## src/rtl/retrosoc_rst_pkg.sv

```systemverilog
// Shared types and constants for the board-level reset sequencer.
package retrosoc_rst_pkg;

  typedef enum logic [1:0] {
    WAIT_LOCK = 2'd0,
    STRETCH   = 2'd1,
    RUN       = 2'd2
  } rst_state_t;

  // Encodings reported on rst_cause_o
  localparam logic [1:0] CAUSE_POR  = 2'b00;
  localparam logic [1:0] CAUSE_BTN  = 2'b01;
  localparam logic [1:0] CAUSE_LOCK = 2'b10;
  localparam logic [1:0] CAUSE_WDT  = 2'b11;

  // Counter width able to hold 0..n-1; never narrower than one bit.
  function automatic int cnt_width(input int n);
    return (n > 1) ? $clog2(n) : 1;
  endfunction

endpackage

```

## src/rtl/retrosoc_sync_debounce.sv

```systemverilog
// Multi-flop synchronizer followed by a stable-count debouncer.
// The debounced output only follows the synchronized input after it has
// differed from the current debounced value for DEBOUNCE_CYCLES cycles.
module retrosoc_sync_debounce
  import retrosoc_rst_pkg::*;
#(
  parameter int   SYNC_STAGES     = 2,
  parameter int   DEBOUNCE_CYCLES = 100000,
  parameter logic RST_VAL         = 1'b1
) (
  input  logic clk_i,
  input  logic rst_i,
  input  logic async_i,
  output logic db_o
);

  localparam int              CNT_W    = cnt_width(DEBOUNCE_CYCLES);
  localparam logic [CNT_W-1:0] CNT_LAST = CNT_W'(DEBOUNCE_CYCLES - 1);

  logic [SYNC_STAGES-1:0] sync_reg;
  logic                   sync_s;
  logic                   db_reg, db_next;
  logic [CNT_W-1:0]       cnt_reg, cnt_next;

  assign sync_s = sync_reg[SYNC_STAGES-1];
  assign db_o   = db_reg;

  // Synchronizer shift chain, bit 0 is the first flop after the pin
  always_ff @(posedge clk_i) begin
    if (rst_i) begin
      sync_reg <= {SYNC_STAGES{RST_VAL}};
    end else begin
      sync_reg <= {sync_reg[SYNC_STAGES-2:0], async_i};
    end
  end

  // Count consecutive cycles of disagreement; commit on the terminal count
  always_comb begin
    db_next  = db_reg;
    cnt_next = '0;
    if (sync_s != db_reg) begin
      if (cnt_reg == CNT_LAST) begin
        db_next = sync_s;
      end else begin
        cnt_next = cnt_reg + 1'b1;
      end
    end
  end

  // Debouncer state registers
  always_ff @(posedge clk_i) begin
    if (rst_i) begin
      db_reg  <= RST_VAL;
      cnt_reg <= '0;
    end else begin
      db_reg  <= db_next;
      cnt_reg <= cnt_next;
    end
  end

endmodule

```

## src/rtl/retrosoc_rst_seq.sv

```systemverilog
// Board-level reset sequencer: synchronizes PLL lock, debounces the reset
// button, stretches reset after both are good and records why the SoC was
// last put into reset.
// Optional watchdog: define RETROSOC_RST_WDT_EN to build the RUN-state
// watchdog kicked by rising edges on wdt_kick_i.
module retrosoc_rst_seq
  import retrosoc_rst_pkg::*;
#(
  parameter int SYNC_STAGES     = 2,
  parameter int DEBOUNCE_CYCLES = 100000,
  parameter int HOLD_CYCLES     = 1024,
  parameter int WDT_CYCLES      = 2**24
) (
  input  logic       clk_i,
  input  logic       rst_i,
  input  logic       pll_locked_i,
  input  logic       btn_rst_n_i,
  input  logic       wdt_kick_i,
  output logic       soc_rst_n_o,
  output logic [1:0] rst_cause_o
);

  localparam int               HOLD_W    = cnt_width(HOLD_CYCLES);
  localparam logic [HOLD_W-1:0] HOLD_LAST = HOLD_W'(HOLD_CYCLES - 1);

  logic [SYNC_STAGES-1:0] lock_sync_reg;
  logic                   locked_s;
  logic                   btn_db;
  logic                   wdt_expired;

  rst_state_t        state_reg, state_next;
  logic [HOLD_W-1:0] hold_cnt_reg, hold_cnt_next;
  logic              soc_rst_n_reg, soc_rst_n_next;
  logic [1:0]        cause_reg, cause_next;

  assign locked_s    = lock_sync_reg[SYNC_STAGES-1];
  assign soc_rst_n_o = soc_rst_n_reg;
  assign rst_cause_o = cause_reg;

  // Lock is synchronized only; a single low sample is enough to drop reset
  always_ff @(posedge clk_i) begin
    if (rst_i) begin
      lock_sync_reg <= '0;
    end else begin
      lock_sync_reg <= {lock_sync_reg[SYNC_STAGES-2:0], pll_locked_i};
    end
  end

  retrosoc_sync_debounce #(
    .SYNC_STAGES    (SYNC_STAGES),
    .DEBOUNCE_CYCLES(DEBOUNCE_CYCLES),
    .RST_VAL        (1'b1)
  ) u_btn (
    .clk_i  (clk_i),
    .rst_i  (rst_i),
    .async_i(btn_rst_n_i),
    .db_o   (btn_db)
  );

`ifdef RETROSOC_RST_WDT_EN
  localparam int              WDT_W    = cnt_width(WDT_CYCLES);
  localparam logic [WDT_W-1:0] WDT_LAST = WDT_W'(WDT_CYCLES - 1);

  logic [SYNC_STAGES-1:0] kick_sync_reg;
  logic                   kick_prev_reg;
  logic                   kick_rise;
  logic [WDT_W-1:0]       wdt_cnt_reg, wdt_cnt_next;

  assign kick_rise   = kick_sync_reg[SYNC_STAGES-1] & ~kick_prev_reg;
  assign wdt_expired = (state_reg == RUN) && (wdt_cnt_reg == WDT_LAST);

  // Kick synchronizer plus the extra flop used for rising-edge detection
  always_ff @(posedge clk_i) begin
    if (rst_i) begin
      kick_sync_reg <= '0;
      kick_prev_reg <= 1'b0;
    end else begin
      kick_sync_reg <= {kick_sync_reg[SYNC_STAGES-2:0], wdt_kick_i};
      kick_prev_reg <= kick_sync_reg[SYNC_STAGES-1];
    end
  end

  // Counter only advances while staying in RUN, so it is zero on RUN entry
  always_comb begin
    wdt_cnt_next = '0;
    if ((state_reg == RUN) && (state_next == RUN) && !kick_rise) begin
      wdt_cnt_next = wdt_cnt_reg + 1'b1;
    end
  end

  // Watchdog counter register
  always_ff @(posedge clk_i) begin
    if (rst_i) begin
      wdt_cnt_reg <= '0;
    end else begin
      wdt_cnt_reg <= wdt_cnt_next;
    end
  end
`else
  // Watchdog not built: the kick pin is accepted but has no effect
  localparam int unused_wdt_cycles = WDT_CYCLES;
  logic          unused_kick;

  assign unused_kick = wdt_kick_i;
  assign wdt_expired = 1'b0;
`endif

  // Next-state logic; events are prioritized lock loss > button > watchdog
  always_comb begin
    state_next     = state_reg;
    hold_cnt_next  = '0;
    soc_rst_n_next = soc_rst_n_reg;
    cause_next     = cause_reg;
    case (state_reg)
      WAIT_LOCK: begin
        soc_rst_n_next = 1'b0;
        if (locked_s && btn_db) begin
          state_next = STRETCH;
        end
      end
      STRETCH: begin
        soc_rst_n_next = 1'b0;
        hold_cnt_next  = hold_cnt_reg + 1'b1;
        if (!locked_s) begin
          state_next    = WAIT_LOCK;
          cause_next    = CAUSE_LOCK;
          hold_cnt_next = '0;
        end else if (!btn_db) begin
          state_next    = WAIT_LOCK;
          cause_next    = CAUSE_BTN;
          hold_cnt_next = '0;
        end else if (hold_cnt_reg == HOLD_LAST) begin
          state_next     = RUN;
          soc_rst_n_next = 1'b1;
          hold_cnt_next  = '0;
        end
      end
      RUN: begin
        soc_rst_n_next = 1'b1;
        if (!locked_s) begin
          state_next     = WAIT_LOCK;
          cause_next     = CAUSE_LOCK;
          soc_rst_n_next = 1'b0;
        end else if (!btn_db) begin
          state_next     = WAIT_LOCK;
          cause_next     = CAUSE_BTN;
          soc_rst_n_next = 1'b0;
        end else if (wdt_expired) begin
          state_next     = WAIT_LOCK;
          cause_next     = CAUSE_WDT;
          soc_rst_n_next = 1'b0;
        end
      end
      default: begin
        state_next     = WAIT_LOCK;
        soc_rst_n_next = 1'b0;
      end
    endcase
  end

  // State, stretch counter, output flop and sticky cause
  always_ff @(posedge clk_i) begin
    if (rst_i) begin
      state_reg     <= WAIT_LOCK;
      hold_cnt_reg  <= '0;
      soc_rst_n_reg <= 1'b0;
      cause_reg     <= CAUSE_POR;
    end else begin
      state_reg     <= state_next;
      hold_cnt_reg  <= hold_cnt_next;
      soc_rst_n_reg <= soc_rst_n_next;
      cause_reg     <= cause_next;
    end
  end

endmodule
```

## config.mk

```make
export PLATFORM = sky130hd
export DESIGN_NAME = retrosoc_rst_seq
export DESIGN_NICKNAME = d
export VERILOG_FILES = /design/src/rtl/retrosoc_rst_pkg.sv /design/src/rtl/retrosoc_sync_debounce.sv /design/src/rtl/retrosoc_rst_seq.sv
export SDC_FILE = /design/constraint.sdc
export NUM_CORES = 1
export LEC_CHECK = 0
export ABC_AREA = 1
export BUFFER_PORTS_ARGS = -buffer_cell sky130_fd_sc_hd__buf_2
export CAP_MARGIN = 10
export CELL_PAD_IN_SITES_DETAIL_PLACEMENT = 1
export CELL_PAD_IN_SITES_GLOBAL_PLACEMENT = 2
export CORE_MARGIN = 2
export CORE_UTILIZATION = 35
export DETAILED_ROUTE_END_ITERATION = 12
export GPL_TIMING_DRIVEN = 0
export PLACE_DENSITY = 0.77
export SYNTH_ARGS = -nofsm -noshare
export SYNTH_HDL_FRONTEND = slang
export SYNTH_SLANG_ARGS = --single-unit
export TNS_END_PERCENT = 10
```

## constraint.sdc

```tcl
create_clock -name clk_i -period 1.6 [get_ports clk_i]
set_input_delay 0.32 -clock clk_i [delete_from_list [all_inputs] [get_ports clk_i]]
set_output_delay 0.32 -clock clk_i [all_outputs]
set_load 0.005 [all_outputs]
```

==> results.md, run 1 <==
* Status: finished, final reports clean
* Max FFs per register at 17
* Required @ worst endpoint at roughly 1.8 ns
* Number of flops mapped to enable cells by yosys at 0
* Clk slew on worst S/H paths at roughly 0.060 ns
* GR Overflow Total at 0
* Routed vias/inst at 4.468
* Mapped Cells at roughly 230
* Lkg Pwr at about 0.7 nW
* Residual DRC at 0
* Ys Warns at 0
* Setup TNS at 0 ns
* Fin crit period at 1.490 ns
* Io pins at 8
* Area leader, netlist: dfxtp_1
* #FFs+latches synth at 37
* Post-CTS Hold Buffers at 0
* PortBufs at 6
* Startpoint Class: flop
* Vias in the first global route at 1434
* Worst r2r src: u_btn.cnt_reg[0]
* Syn_area_per_cell at ~7.4 um^2
* Worst skew pair latency at 0.28 ns
* First-pass GRT wire length at 6.085 mm
* Post-synthesis cell area at 1709 um^2
* Hpwl dp at 2.491 mm
* Max-slew violations at 0
* Crit path top cell by count: nand2_2
* Die width at 73.88 um
* Root Buffer: clkbuf_8
* RSZ-0062 raised after global routing: false
* Worst slew pin tran at 0.2780 ns
* N_diodes at 0
* Htree depth at 2
* CP Class: flop to flop
* GP Congestion at between 0.7 and 0.8
* Dpl cells at 305
* CP Cell Sequence: ha_2 > nand3_2 > inv_2 > nand2_2 > nor2_2 > nand2_2 > nand2_4 > buf_8 > a21oi_1
* Total Nets Final at 260
* Fmax at 671.1 MHz
* Top delay family on crit path: simple AND/OR/NAND/NOR gates
* Worst r2r path cells at 9
* Worst vdd ir at roughly 0.42 mV
* Core footprint at 4723 um^2
* Unique masters post-synth at 24
* Layout cells sized above 1 at 0.1325
* Drt total wl at 3.298 mm
* CTS tree: built
* CP Launch Point: u_btn.cnt_reg[0]
* Drt initial violations at 28
* Max Buffers Root-to-Sink at 2
* Slowest Stage Delay on Critical Path at 0.37 ns
* Post-synth top area share at 0.4334
* Crit path max-delay cell type: dfxtp_1
* Pwr dens at slightly below 1000 nW/um^2
* Main synth FF type: dfxtp_1
* Worst setup EP type: flop
* Min-delay src: btn_rst_n_i
* Final Hold Viols at 0
* WP buf/inv at 2
* Via count at 1412
* Area grow syn2layout at 13.62%
* Reg-to-reg setup timing slack at 0.11 ns
* Total clock sinks at 37
* Drt pass-1 iters at 4
* Crit path DAT at between 1.5 and 2 ns
* Crit path max fanout at 10
* Number of max-cap violations at 0
* Fill count at approximately 600
* Initial antenna violation count at 0
* Seq/Total Area, Yosys at 0.4334
* Clock Skews at roughly 0.0045 ns
* Async set or reset register ratio after synthesis at 0
* Synth top area cells: dfxtp_1, nand2_1, nor2_1
* # setup viols final at 0
* All-Layer GR Usage at 0.1460
* Pin count of the biggest net entering global routing at 11
* Routed Antenna Nets at 0
* Worst Hold End: u_btn.sync_reg[0]
* R2r endpoint: u_btn.cnt_reg[16]
* WL/cell at 10.44 um
* Row count at 25
* Die Y at 73.88 um
* Non-Filler Instances at 316
* Final Cycle Share at 0.9313
* Syn nets at 243
* Initial Utilization at 0.3619
* Hold Path Depth at 2
* Number of CTS-inserted buffers at 5
* Slew headroom at 0.8140
* Die area at 5458 um^2
* Hold Path Class: input pin to flop
==> cell usage after synthesis (2+ instances only) <==
library cell,number
xnor2_1,4
nand3_2,2
a21oi_1,15
or2_2,4
nand4_1,3
nand2_1,51
ha_1,6
dfxtp_1,37
xor2_1,6
nand2_2,2
inv_1,31
nor3b_1,2
o21ai_0,6
nor2_2,4
nor2_1,38
nand3b_1,2
nand3_1,12
==> kinds of logic after synthesis <==
| logic type | share of synthesized area |
|---|---|
| xor+xnor | 0.05124 |
| simple gates | 0.3309 |
| fa+ha+maj | 0.04392 |
| flops | 0.4334 |
| compound gates | 0.06149 |
| buf+inv | 0.07906 |
==> metrics by stage <==
step / utilization / cell area (um^2) / setup slack (ns) / hold WS (ns) / total power [mW]
2_1_floorplan: - / 1709 / 0.2968 / 0.3883 / 1.200
3_3_place_gp: 0.3860 / 1823 / 0.1006 / 0.3962 / 1.264
3_5_place_dp: 0.3860 / 1823 / 0.1038 / 0.3962 / 1.268
4_1_cts: 0.4042 / 1909 / 0.07104 / 0.2100 / 1.934
5_1_grt: 0.4111 / 1942 / 0.002716 / 0.2165 / 2.034
6_report: 0.4111 / 1942 / 0.1099 / 0.2190 / 1.893
==> final cells by class <==
type                       count  area (um^2)  share of cell area
timing repair buffer          10        60.06             0.03093
inverter                      32        120.1             0.06186
clock buffer                   7        86.33             0.04446
sequential                    37        740.7              0.3814
tap                           67        83.83             0.04317
multi-input combinational    162        835.8              0.4304
buffer                         1        15.01            0.007732
==> placed cells by master (no fill, tap or decap) <==
master    count
nand2_1      51
nor2_1       38
dfxtp_1      37
inv_1        31
a21oi_1      15
nand3_1      12
o21ai_0       6
xor2_1        6
clkbuf_8      6
buf_2         6
ha_1          5
nor2_2        4
xnor2_1       4
or2_2         4
buf_4         4
nand4_1       3
nand3_2       2
nand2_2       2
nand3b_1      2
nor3b_1       2
inv_2         1
and2_1        1
nand2_4       1
buf_8         1
nor2_4        1
or2_0         1
nor3_1        1
ha_2          1
clkbuf_1      1
==> worst max path at each step <==
| stage | end | slack, ns | depth (start not counted) |
|---|---|---|---|
| after detailed placement | u_btn.cnt_reg[16] | 0.10 | 9 |
| after CTS | u_btn.cnt_reg[16] | 0.07 | 9 |
| after floorplan | u_btn.cnt_reg[12] | 0.30 | 9 |
| after global placement | u_btn.cnt_reg[12] | 0.10 | 9 |
| final | u_btn.cnt_reg[16] | 0.11 | 9 |
| after global routing | u_btn.cnt_reg[2] | 0.003 | 9 |
==> per-layer routing <==
metal | up-vias | wire length (um) | global-route usage
met4 | 0 | 60 | 0.06061
met2 | 12 | 1418 | 0.2292
met5 | - | 0 | 0
met3 | 7 | 84 | 0.04115
met1 | 642 | 1735 | 0.1873
li1 | 751 | - | -
==> where the power goes <==
part	total (mW)	internal (mW)	switching [mW]
clock network	0.648	0.342	0.306
logic	0.257	0.100	0.157
registers	0.988	0.964	0.0236
total	1.89	1.41	0.487
==> what timing repair did <==
item / CTS / global route
setup buffers: 0 / 4
endpoints found under the setup margin: 0 / 10
hold endpoints to repair: 0 / 0
gates resized for setup: 0 / 1
No activity file was read; power rests on OpenSTA's default activity.
==> run 2, diff against run 1 <==
- clock period: 1.6 -> 1.5 ns (I/O delays scaled with it)
==> results.md, run 2 (synthesized netlist as in run 1, its figures left out) <==
* CP Class: flop to flop (unchanged)
* Worst vdd ir at 0.4516 mV (was 0.4221 mV)
* CTS tree: built (unchanged)
* Area grow syn2layout at 14.86% (was 13.62%)
* RSZ-0062 raised after global routing: false (unchanged)
* Pwr dens at 1036 nW/um^2 (was 974.9 nW/um^2)
* Core footprint at 4723 um^2 (unchanged)
* Layout cells sized above 1 at 0.1457 (was 0.1325)
* Number of CTS-inserted buffers at 5 (unchanged)
* PortBufs at 6 (unchanged)
* Required @ worst endpoint at 1.67 ns (was 1.77 ns)
* Residual DRC at 0 (unchanged)
* N_diodes at 0 (unchanged)
* Layout Utilization at 0.4156 (was 0.4111)
* Hpwl dp at 2.491 mm (unchanged)
* GP Congestion at 0.7107 (unchanged)
* WL/cell at 10.57 um (was 10.44 um)
* Clock Skews at 0.005528 ns (was 0.004477 ns)
* Max FFs per register at 17 (unchanged)
* Commonest non-fill, non-tap cell in the layout: nand2_1 (unchanged)
* All-Layer GR Usage at 0.1483 (was 0.1460)
* Crit path DAT at 1.57 ns (was 1.66 ns)
* Total clock sinks at 37 (unchanged)
* Routed vias/inst at 4.468 (about the same)
* Max Buffers Root-to-Sink at 2 (unchanged)
* Routed Antenna Nets at 0 (unchanged)
* Final Hold Viols at 0 (unchanged)
* Post-layout worst setup margin at 0.1043 ns (was 0.1099 ns)
* Vias in the first global route at 1440 (was 1434)
* Top delay family on crit path: simple AND/OR/NAND/NOR gates (unchanged)
* Clk slew on worst S/H paths at 0.07 ns (was 0.06 ns)
* Post-CTS Hold Buffers at 0 (unchanged)
* Initial Utilization at 0.3619 (unchanged)
* Worst setup EP type: flop (unchanged)
* Initial antenna violation count at 0 (unchanged)
* Pin count of the biggest net entering global routing at 11 (unchanged)
* Htree depth at 2 (unchanged)
* Fill count at 608 (was 603)
* Fmax at 716.5 MHz (was 671.1 MHz)
* Worst skew pair latency at 0.29 ns (was 0.28 ns)
* Fin crit period at 1.396 ns (was 1.490 ns)
* Slowest Stage Delay on Critical Path at 0.35 ns (was 0.37 ns)
* Number of max-cap violations at 0 (unchanged)
* Total Nets Final at 258 (was 260)
* WP buf/inv at 2 (unchanged)
* # setup viols final at 0 (unchanged)
* Hold Path Class: input pin to flop (unchanged)
* Max-slew violations at 0 (unchanged)
* Crit path max fanout at 10 (unchanged)
* Tot Pwr at 2.034 mW (was 1.893 mW)
* Crit path top cell by count: nand2_2 (unchanged)
* Via count at 1403 (was 1412)
* Drt total wl at 3.318 mm (was 3.298 mm)
* Non-Filler Instances at 314 (was 316)
* Most frequent cells in the layout: nand2_1, nor2_1, dfxtp_1 (unchanged)
* Final Cycle Share at 0.9305 (was 0.9313)
* Drt initial violations at 32 (was 28)
* Status: finished, final reports clean (unchanged)
* Die area at 5458 um^2 (unchanged)
* Lkg Pwr at 0.6841 nW (was 0.6902 nW)
* Worst slew pin tran at 0.2410 ns (was 0.2780 ns)
* Row count at 25 (unchanged)
* Crit path max-delay cell type: dfxtp_2 (was dfxtp_1)
* First-pass GRT wire length at 6.168 mm (was 6.085 mm)
* Io pins at 8 (unchanged)
* Setup TNS at 0 ns (unchanged)
* Dpl cells at 305 (unchanged)
* DP Worst Slack at 0.003836 ns (was 0.1038 ns)
* Slew headroom at 0.8377 (was 0.8140)
* GR Overflow Total at 0 (unchanged)
* Root Buffer: clkbuf_8 (unchanged)
* Startpoint Class: flop (unchanged)
* CP Cell Sequence: ha_2 > nand3_4 > inv_2 > nand2_2 > nor2_4 > nand2_2 > nand2_4 > buf_8 > a21oi_1 (was ha_2 > nand3_2 > inv_2 > nand2_2 > nor2_2 > nand2_2 > nand2_4 > buf_8 > a21oi_1)
* Drt pass-1 iters at 4 (unchanged)
* Die width at 73.88 um (unchanged)
* Die Y at 73.88 um (unchanged)
==> run 2: path summary, 6_finish.rpt <==
check / from / end / slack, ns / cells past startpoint
worst min-delay path: btn_rst_n_i / u_btn.sync_reg[0] / 0.20 / 2
worst min register to register: lock_sync_reg[0] / lock_sync_reg[1] / 0.41 / 2
worst max register to register: u_btn.cnt_reg[0] / u_btn.cnt_reg[16] / 0.10 / 9
worst max-delay path: u_btn.cnt_reg[0] / u_btn.cnt_reg[16] / 0.10 / 9
==> run 2: area by class of cell <==
type | instances | area (um^2) | share of cell area
plain buffers | 1 | 15.01 | 0.007648
clock buffers | 7 | 86.33 | 0.04398
inverters | 32 | 120.1 | 0.06119
multi-input cells | 162 | 868.3 | 0.4423
flip-flops and latches | 37 | 744.5 | 0.3792
well taps | 67 | 83.83 | 0.04270
repair buffers | 8 | 45.04 | 0.02294
==> run 2: worst register-to-register path: cells and delay by family (launching register included) <==
kind	cells	cell delay, ns
AND/OR/NAND/NOR	5	0.45
flip-flops	1	0.35
AO/OA/AOI/OAI	1	0.05
adder cells (fa/ha/maj)	1	0.22
buffers and inverters	2	0.23
==> run 2: timing repair <==
action | CTS | global route
setup endpoints to repair | 10 | 27
buffers inserted | 2 | 0
pin swaps | 1 | 0
gates resized for setup | 2 | 8
endpoints found under the hold margin | 0 | 0
==> run 2: report_power, final <==
part / internal (mW) / switching, mW
Combinational: 0.106 / 0.170
Clock: 0.365 / 0.339
Sequential: 1.03 / 0.0252
==> run 2: metal layers <==
metal | track usage | vias to the layer above | wire length (um)
met5 | 0 | - | 0
met4 | 0.06061 | 0 | 65
met2 | 0.2302 | 11 | 1416
li1 | - | 747 | -
met3 | 0.04115 | 7 | 83
met1 | 0.1931 | 638 | 1752
==> run 2: through the flow <==
stage	hold slack (ns)	cell area (um^2)
global route	0.1965	1963
floorplan	0.3691	1709
detailed placement	0.3962	1823
finish	0.1964	1963
global placement	0.3962	1823
CTS	0.1900	1928
